===== config.mk =====
export PLATFORM = sky130hd
export DESIGN_NAME = regfile_scoreboard
export DESIGN_NICKNAME = d
export VERILOG_FILES = /design/src/rtl/regfile_scoreboard.sv
export SDC_FILE = /design/constraint.sdc
export NUM_CORES = 1
export LEC_CHECK = 0
export ABC_AREA = 1
export CELL_PAD_IN_SITES_DETAIL_PLACEMENT = 0
export CELL_PAD_IN_SITES_GLOBAL_PLACEMENT = 2
export CORE_MARGIN = 2
export CORE_UTILIZATION = 25
export CTS_CLUSTER_SIZE = 12
export DETAILED_ROUTE_END_ITERATION = 12
export MAX_ROUTING_LAYER = met4
export PLACE_DENSITY_LB_ADDON = 0.1
export SLEW_MARGIN = 20
export SYNTH_ARGS = -nofsm -noshare
export SYNTH_HDL_FRONTEND = slang
export SYNTH_SLANG_ARGS = --single-unit

===== constraint.sdc =====
create_clock -name clock -period 8 [get_ports clock]
set_input_delay 1.6 -clock clock [delete_from_list [all_inputs] [get_ports clock]]
set_output_delay 1.6 -clock clock [all_outputs]
set_load 0.02 [all_outputs]

===== src/rtl/regfile_scoreboard.sv =====
// Decode-stage register file: NRD registered read ports, one writeback port with
// write-first bypass, and a per-register pending-write scoreboard that stalls hazards.
module regfile_scoreboard #(
  parameter int DATA_W  = 16,
  parameter int NREGS   = 8,
  parameter int ADDR_W  = 3,
  parameter int NRD     = 2,
  parameter int R0_ZERO = 0
) (
  input  logic                     clock,
  input  logic                     reset,
  input  logic                     issue_valid,
  output logic                     issue_ready,
  input  logic [NRD-1:0]           rd_use,
  input  logic [NRD*ADDR_W-1:0]    rd_addr,
  input  logic                     dst_en,
  input  logic [ADDR_W-1:0]        dst_addr,
  output logic [NRD*DATA_W-1:0]    rd_data,
  output logic                     rd_valid,
  input  logic                     wb_en,
  input  logic [ADDR_W-1:0]        wb_addr,
  input  logic [DATA_W-1:0]        wb_data,
  output logic [NREGS-1:0]         pending,
  input  logic [ADDR_W-1:0]        dbg_addr,
  output logic [DATA_W-1:0]        dbg_data
);

  // Handshake: an instruction is accepted on a rising edge where issue_valid and
  // issue_ready are both 1. issue_ready depends only on the offered operands, the
  // scoreboard and the current writeback, never on issue_valid, so decode may hold
  // its offer (valid high, fields stable) until ready rises. rd_valid pulses for
  // exactly one cycle after each acceptance; there is no back-pressure on it.

  logic [DATA_W-1:0]      regs [NREGS];
  logic [ADDR_W-1:0]      src_addr [NRD];
  logic [NRD-1:0]         src_haz;
  logic [NRD*DATA_W-1:0]  operands;
  logic [DATA_W-1:0]      dbg_val;
  logic                   wb_ok;
  logic                   dst_ok;
  logic                   dst_haz;
  logic                   accept;

  // Address names a real, writable register (out-of-range and hardwired r0 excluded).
  function automatic logic addr_ok(input logic [ADDR_W-1:0] a);
    return ({1'b0, a} < (ADDR_W+1)'(NREGS)) && !((R0_ZERO != 0) && (a == '0));
  endfunction

  function automatic logic pend_at(input logic [NREGS-1:0] pv, input logic [ADDR_W-1:0] a);
    logic hit;
    hit = 1'b0;
    for (int r = 0; r < NREGS; r++)
      if (a == ADDR_W'(r)) hit = pv[r];
    return hit;
  endfunction

  function automatic logic [DATA_W-1:0] reg_at(input logic [DATA_W-1:0] rv [NREGS],
                                               input logic [ADDR_W-1:0] a);
    logic [DATA_W-1:0] val;
    val = '0;
    for (int r = 0; r < NREGS; r++)
      if (a == ADDR_W'(r)) val = rv[r];
    return val;
  endfunction

  always_comb begin
    wb_ok    = wb_en & addr_ok(wb_addr);
    dst_ok   = dst_en & addr_ok(dst_addr);
    // A writeback landing this cycle releases its register immediately.
    dst_haz  = dst_ok & pend_at(pending, dst_addr) & !(wb_ok && (wb_addr == dst_addr));
    src_haz  = '0;
    operands = '0;
    for (int p = 0; p < NRD; p++) begin
      src_addr[p] = rd_addr[p*ADDR_W +: ADDR_W];
      src_haz[p]  = rd_use[p] & pend_at(pending, src_addr[p])
                  & !(wb_ok && (wb_addr == src_addr[p]));
      if (rd_use[p] && addr_ok(src_addr[p])) begin
        if (wb_ok && (wb_addr == src_addr[p]))
          operands[p*DATA_W +: DATA_W] = wb_data;
        else
          operands[p*DATA_W +: DATA_W] = reg_at(regs, src_addr[p]);
      end
    end
    issue_ready = !((|src_haz) | dst_haz);
    accept      = issue_valid & issue_ready;
    dbg_val     = addr_ok(dbg_addr) ? reg_at(regs, dbg_addr) : '0;
  end

  always_ff @(posedge clock or posedge reset) begin
    if (reset) begin
      for (int r = 0; r < NREGS; r++) regs[r] <= '0;
      pending  <= '0;
      rd_data  <= '0;
      rd_valid <= 1'b0;
      dbg_data <= '0;
    end else begin
      rd_valid <= accept;
      if (accept) rd_data <= operands;
      dbg_data <= dbg_val;
      for (int r = 0; r < NREGS; r++) begin
        if (wb_ok && (wb_addr == ADDR_W'(r))) begin
          regs[r]    <= wb_data;
          pending[r] <= 1'b0;
        end
        // A new reservation overrides a same-edge clear of the same register.
        if (accept && dst_ok && (dst_addr == ADDR_W'(r)))
          pending[r] <= 1'b1;
      end
    end
  end

endmodule


# == Word level (Yosys, flattened, before mapping) ==
# Index checks and enable logic that the tools add are counted.
# classes
n_eq_ne,38
n_reduce_logical,38
bitwise,8
n_mux,68
# ops
op,n
two-way mux 16 bit,28
== test 3 bit (second input constant),20
two-way mux 1 bit,40
== test 3 x 2 -> 1 bit (second input constant),10
logical AND 1 bit,20
nonzero test 2 bit,8
== test 3 x 1 -> 1 bit (second input constant),5
logical NOT 3 bit,5
== test 3 bit,3
AND 1 bit,7
logical NOT 1 bit,4
OR reduction 2 bit,1
OR 1 bit,1
# totals
inputBits,38
regBits,185
wordCells,171

# == Logic depth before layout (Yosys ltp) ==
# Gate-level depths: netlist of the first run.
# depth
depth_word,18
ltp_mapped,15
ltp_nobuf,14

# == Worst setup path after synthesis of the first run ==
# Ideal clock, no wire load.
# synth_timing
path_kind,input-to-output
from,in rd_addr[3]
to,out issue_ready
arrival_ps,2782
t_required_ps,6400
cell_stages,8
path_slack_ps,3618
cell_sequence,buf_2 inv_2 nor3_2 inv_2 o211ai_1 a21oi_1 nor2_4 buf_4
# synth_between
elab_chain_len,14
word_cells_on_any_way,24
cone_classes,8 x eq/ne; 8 x mux; 3 x bitwise; 5 x reduce/logical
# synth_lines
element,line,text
"start, declared",15,"input logic [NRD*ADDR_W-1:0] rd_addr,"
logical NOT 3 bit,53,if (a == ADDR_W'(r)) hit = pv[r];
two-way mux 1 bit (8 in a row),53,
AND 1 bit,75,"src_haz[p] = rd_use[p] & pend_at(pending, src_addr[p])"
AND 1 bit (*),76,& !(wb_ok && (wb_addr == src_addr[p]));
OR reduction 2 bit (*),84,issue_ready = !((|src_haz) | dst_haz);
OR 1 bit (*),84,
logical NOT 1 bit (*),84,
"end, declared",13,"output logic issue_ready,"
# Mark *: on every way between the ends. The rest lies on a longest branch, timed or not.

# == Worst setup path in the final report of the first run ==
# Same ends and word-level chain as after synthesis.

==> run metrics, run 1 <==
Place WS 1.89 ns; Die Ht 206 µm; IO buf count 95; Area contributors post-synth dfrtp_1, nand2_1, o21ai_0, inv_1, a21oi_1; crit-path cells clkdlybuf4s50_1 > inv_2 > nand3_1 > inv_2 > nand2_1 > nand2_1 > nand3_1 > nor2_1 > a21oi_1 > nor2_4 > clkdlybuf4s50_1; area of the multi-input gates 4690 µm²; Post-Syn Area per Cell 7.12 µm²; CP endpoint kind output port; hold_sp rd_data[28]$_DFFE_PP0P_; Syn Nets 1,468; # IOs 96; Sink Count 185; CTS tree built; Root Buffer clkbuf_16; Post-Syn Area 10,200 µm²; CP peak stage delay 0.63 ns; final worst setup slack 1.95 ns; min Tclk post-route 6.05 ns; Synth warnings 0; Finish-stage setup viols 0; first-pass GRT wire length 62,600 µm; Peak VDD IR 0.141 mV; Pwr Density 235 nW/µm²; CORE AREA 40,000 µm²; setup TNS 0 ns; initial antenna violation count 1; Hold Crit Endpoint rd_data[28]$_DFFE_PP0P_; type of the worst min-delay path register to register; reg-to-reg endpoint rd_data[22]$_DFFE_PP0P_; CTS Buffer Depth 2; Net Switching 1.05 mW; R2R cell count 11; post-CTS sizing 0; Antenna Cells 0; hold_buf cts 0; Pint 1.83 mW; detailed-router iteration count before antenna repair 7; Post-synth EDFFs 0; Max Cap Viol 0; register area 4630 µm²; worst slew pin tran 0.966 ns; WL per Instance 20.3 µm; Crit-path slowest cell clkdlybuf4s50_1; most common library cells after synthesis nand2_1, o21ai_0, dfrtp_1; # fillers 4,435; CP startpoint kind primary input; top_reg_cell synth dfrtp_1; part of the Yosys area used for sequential elements 45.5%; total wire length 41,200 µm; Die W 206 µm; Sw Share 36.5%; Area Overhead vs Synth 20.3%; pin count of the biggest net entering global routing 132; # DRC 0; RSZ-0062 raised after global routing false; layout cells sized above 1 6.05%; Total GRT Usage 20.8%; Hold Path Cell Cnt 2; area post-placement 11,700 µm²; HPWL Detailed 31,100 µm; Routed Antenna Nets 0; number of global-route vias before repair 10,100; Final GP Congestion 0.844; initial cell density of the core 25.5%; Post-Route Skew 0.0103 ns; Vias/cell 4.82; status complete, no violations; CP Max Fanout 14; Final Slew Violations 0; Reg power frac 44.3%; leading area contributor after synthesis dfrtp_1; Worst R2R Setup Slack 5.59 ns; Rel. slew slack 35.6%; clock-pin slew on the worst setup and hold paths 0.08 ns; hold_ws 0.478 ns; Num CTS Buffers 17; Crit Path Category primary input to output port; Rows 73; Leakage 5.55 nW; Netlist cell types 32; post-synthesis register bit count 185; vias 9,782; RR Startpoint pending[0]$_DFFE_PP0P_; total gr overflow 0; Layout Utilization 30.6%; most common cell in the netlist nand2_1; final cycle utilization of the critical path 75.6%; Clock power frac 30.2%; required time of the critical path 6.40 ns; nets 1,529; die area 42,400 µm²; ys async rst share 100%; Data arrival, critical path 4.45 ns; Setup Buffers After CTS 0; final instance area 12,200 µm²; post-synth top area share 45.5%; worst skew pair latency 0.46 ns; H-tree depth 4; Peak Freq 0.165 GHz; DR iter-0 viols 456; combinational power share 25.5%; Post-Syn Instances 1,430; Fin. Hold Viols 0
==> cell usage in the layout, fill, tap and decap left out, drive strengths merged, types with 7 or more instances in the layout <==
cell type and n:
o211ai 11, nand2 445, a21oi 90, inv 166
clkbuf 17, buf 17, o2111ai 7, nor3 15
dfrtp 185, o22ai 33, nand3 54, nand4 58
nor2 92, clkdlybuf4s50 95, o21ai 197
==> per-stage QoR <==
| step | total power [mW] | cells |
|---|---|---|
| after floorplan | 1.68 | 1430 |
| after global placement | 2.04 | 1997 |
| after detailed placement | 2.04 | 1997 |
| after CTS | 2.92 | 2029 |
| after global routing | 3.06 | 2029 |
| final | 2.88 | 2029 |
==> final cells by class <==
cell class,count,share of cell area [%]
clock inverters,15,1.30
flip-flops and latches,185,37.8
inverters,159,4.94
repair buffers,112,8.81
clock buffers,17,3.47
multi-input cells,1016,38.3
well taps,525,5.36
==> how the worst max path moves through the flow <==
stage | start | cells after the start | slack, ns | end
4_1_cts | rd_addr[3] | 11 | 1.87 | issue_ready
5_1_grt | rd_addr[3] | 11 | 1.61 | issue_ready
2_1_floorplan | reset | 1 | 1.37 | dbg_data[0]$_DFF_PP0_
6_report | rd_addr[3] | 11 | 1.95 | issue_ready
3_3_place_gp | rd_addr[3] | 8 | 1.88 | issue_ready
3_5_place_dp | rd_addr[3] | 11 | 1.89 | issue_ready
==> critical path, delay by kind of cell <==
family	cells	cell delay (ns)
AOI/OAI and AO/OA	1	0.13
buffers and inverters	4	1.68
and+or+nand+nor	6	1.03
==> kinds of logic after synthesis <==
logic type | Yosys count | synth area share [%]
and+or+nand+nor | 671 | 27.7
DFF | 185 | 45.5
AOI/OAI and AO/OA | 343 | 17.9
buffers and inverters | 229 | 8.76
xor gates and xnor gates | 2 | 0.172
==> per-layer routing <==
layer	track usage, %	vias up	wire [µm]
met5	-	-	0
met4	7.17	0	1220
li1	-	4834	-
met3	2.95	55	1000
met1	24.5	4714	17800
met2	36.2	179	21200
==> state kept, by name, indices dropped and copies added (netlist names) <==
name,count
dbg_data,16
regs,128
pending,8
rd_data,32
rd_valid,1
==> power groups by stage <==
| stage | registers (mW) | logic, mW | clock network (mW) |
|---|---|---|---|
| 6_report | 1.27 | 0.733 | 0.870 |
| 5_1_grt | 1.30 | 0.825 | 0.930 |
| 4_1_cts | 1.27 | 0.750 | 0.899 |
| 3_5_place_dp | 1.29 | 0.747 | 0 |
| 3_3_place_gp | 1.29 | 0.747 | 0 |
| 2_1_floorplan | 1.31 | 0.364 | 0 |
Power figures use the tool's default switching activity.
==> run 2, diff against run 1 <==
clock period = 6 ns   (was 8 ns; I/O delays follow)
==> run metrics, run 2 (synthesis results as in run 1) <==
CP Launch Point rd_addr[2] (was rd_addr[3]); CTS Buffer Depth 2 (unchanged); post-CTS sizing 0 (unchanged); Rel. slew slack 46.9% (was 35.6%); detailed-router iteration count before antenna repair 6 (was 7); Finish-stage setup viols 0 (unchanged); R2R cell count 11 (unchanged); CP Max Fanout 16 (was 14); Rows 73 (unchanged); # fillers 4,457 (was 4,435); Routed Antenna Nets 0 (unchanged); HPWL Detailed 31,500 µm (was 31,100 µm); biggest regs regs: 128 flops, rd_data: 32 flops, dbg_data: 16 flops (unchanged); first-pass GRT wire length 63,700 µm (was 62,600 µm); Pwr Density 315 nW/µm² (was 235 nW/µm²); vias 9,703 (was 9,782); final cycle utilization of the critical path 81.9%; clock-pin slew on the worst setup and hold paths 0.07 ns (was 0.08 ns); initial cell density of the core 25.5% (unchanged); CORE AREA 40,000 µm² (unchanged); pin count of the biggest net entering global routing 128 (was 132); number of flip-flops under the largest register name 128 (unchanged); Final GP Congestion 0.834 (was 0.844); crit path to issue_ready (unchanged); DR iter-0 viols 627 (was 456); Die W 206 µm (unchanged); # IOs 96 (unchanged); min Tclk post-route 4.92 ns; Total GRT Usage 21.2% (was 20.8%); Fin. Hold Viols 0 (unchanged); Data arrival, critical path 3.72 ns (was 4.45 ns); Post-Route Skew 0.00795 ns (was 0.0103 ns); Die Ht 206 µm (unchanged); worst slew pin tran 0.796 ns (was 0.966 ns); commonest non-fill, non-tap cell in the layout nand2_1 (unchanged); Worst R2R Setup Slack 3.54 ns (was 5.59 ns); CP startpoint kind primary input (unchanged); die area 42,400 µm² (unchanged); Crit Path Category primary input to output port (unchanged); status complete, no violations (unchanged); Root Buffer clkbuf_16 (unchanged); CP endpoint kind output port (unchanged); hold_ws 0.476 ns (was 0.478 ns); hold_buf cts 0 (unchanged); total gr overflow 0 (unchanged); nets 1,534 (was 1,529); H-tree depth 4 (unchanged); RSZ-0062 raised after global routing false (unchanged); IO buf count 95 (unchanged); CTS tree built (unchanged); Final Slew Violations 0 (unchanged); most frequent cells in the layout nand2_1, o21ai_0, dfrtp_1 (unchanged); number of global-route vias before repair 10,100 (about the same); Leakage 5.59 nW (was 5.55 nW); RR Startpoint pending[0]$_DFFE_PP0P_ (unchanged); # DRC 0 (unchanged); Area Overhead vs Synth 20.9% (was 20.3%); Vias/cell 4.77 (was 4.82); Num CTS Buffers 17 (unchanged); Peak VDD IR 0.152 mV (was 0.141 mV); WL per Instance 20.6 µm (was 20.3 µm); setup TNS 0 ns (unchanged); layout cells sized above 1 6.30% (was 6.05%); Tot Pwr 3.88 mW (was 2.88 mW); type of the worst min-delay path register to register (unchanged); Sink Count 185 (unchanged); Max Cap Viol 0 (unchanged); worst skew pair latency 0.46 ns (about the same); required time of the critical path 4.80 ns (was 6.40 ns); Setup Buffers After CTS 0 (unchanged); total wire length 41,900 µm (was 41,200 µm); initial antenna violation count 0 (was 1); reg-to-reg endpoint rd_data[6]$_DFFE_PP0P_ (was rd_data[22]$_DFFE_PP0P_); Peak Freq 0.203 GHz; largest reg by FF count regs (unchanged)
run 2: changes by cell type in the layout (fill, tap and decap cells not counted), moves of 3 or more:
cell      previous run  this run
buf_4               17        21
inv_6                7         0
inv_8                3         0
clkinv_4             1         4
run 2: area by class of cell:
| type | instances | area [µm²] | share of cell area, % |
|---|---|---|---|
| inverters | 159 | 601 | 4.88 |
| well taps | 525 | 657 | 5.34 |
| clock inverters | 11 | 148 | 1.20 |
| repair buffers | 117 | 1130 | 9.17 |
| diodes | 1 | 2.50 | 0.0203 |
| flip-flops and latches | 185 | 4630 | 37.6 |
| multi-input cells | 1016 | 4690 | 38.1 |
| clock buffers | 20 | 457 | 3.71 |
run 2: worst min path at each step:
| stage | slack (ns) | endpoint | depth (start not counted) | start |
|---|---|---|---|---|
| after global routing | 0.50 | regs[98]$_DFFE_PP0P_ | 2 | regs[98]$_DFFE_PP0P_ |
| after floorplan | 0.45 | regs[100]$_DFFE_PP0P_ | 2 | regs[100]$_DFFE_PP0P_ |
| after detailed placement | 0.46 | rd_data[30]$_DFFE_PP0P_ | 2 | rd_data[30]$_DFFE_PP0P_ |
| final | 0.48 | rd_data[21]$_DFFE_PP0P_ | 2 | rd_data[21]$_DFFE_PP0P_ |
| after CTS | 0.48 | rd_data[30]$_DFFE_PP0P_ | 2 | rd_data[30]$_DFFE_PP0P_ |
| after global placement | 0.46 | rd_data[19]$_DFFE_PP0P_ | 2 | rd_data[19]$_DFFE_PP0P_ |
run 2: stage by stage:
stage / utilization, % / cells / instance area, µm² / worst slack [ns]
final: 30.8 / 2034 / 12300 / 1.08
after global routing: 30.8 / 2033 / 12300 / 0.873
after CTS: 30.7 / 2033 / 12300 / 1.02
after detailed placement: 29.2 / 2002 / 11700 / 1.02
after global placement: 29.2 / 2002 / 11700 / 1.03
after floorplan: - / 1430 / 10200 / 2.42
run 2: critical path, cell delays in order:
cell and delay (ns):
clkdlybuf4s50_1 0.50, inv_2 0.19, nand3_2 0.38, inv_2 0.23, nand2_1 0.07, nand2_1 0.07, nand3_1 0.06, nand2_1 0.08
nand2_1 0.06, nand2_1 0.06, nand2_2 0.06, nor2_4 0.12, clkdlybuf4s50_1 0.62
run 2: layer usage:
metal  vias to the layer above  track usage (%)  routed length (µm)
met1                      4681             25.3               18400
met5                         -                -                   0
met4                         0             5.74                 853
met3                        39             2.88                 987
met2                       152             37.4               21700
li1                       4831                -                   -
run 2: where the power goes:
group          switching (mW)  total, mW  internal, mW  leakage (nW)
Combinational           0.623      0.985         0.362          2.94
Clock                   0.526       1.20         0.676         0.296
Sequential              0.210       1.70          1.49          2.35
Total                    1.36       3.88          2.52          5.59
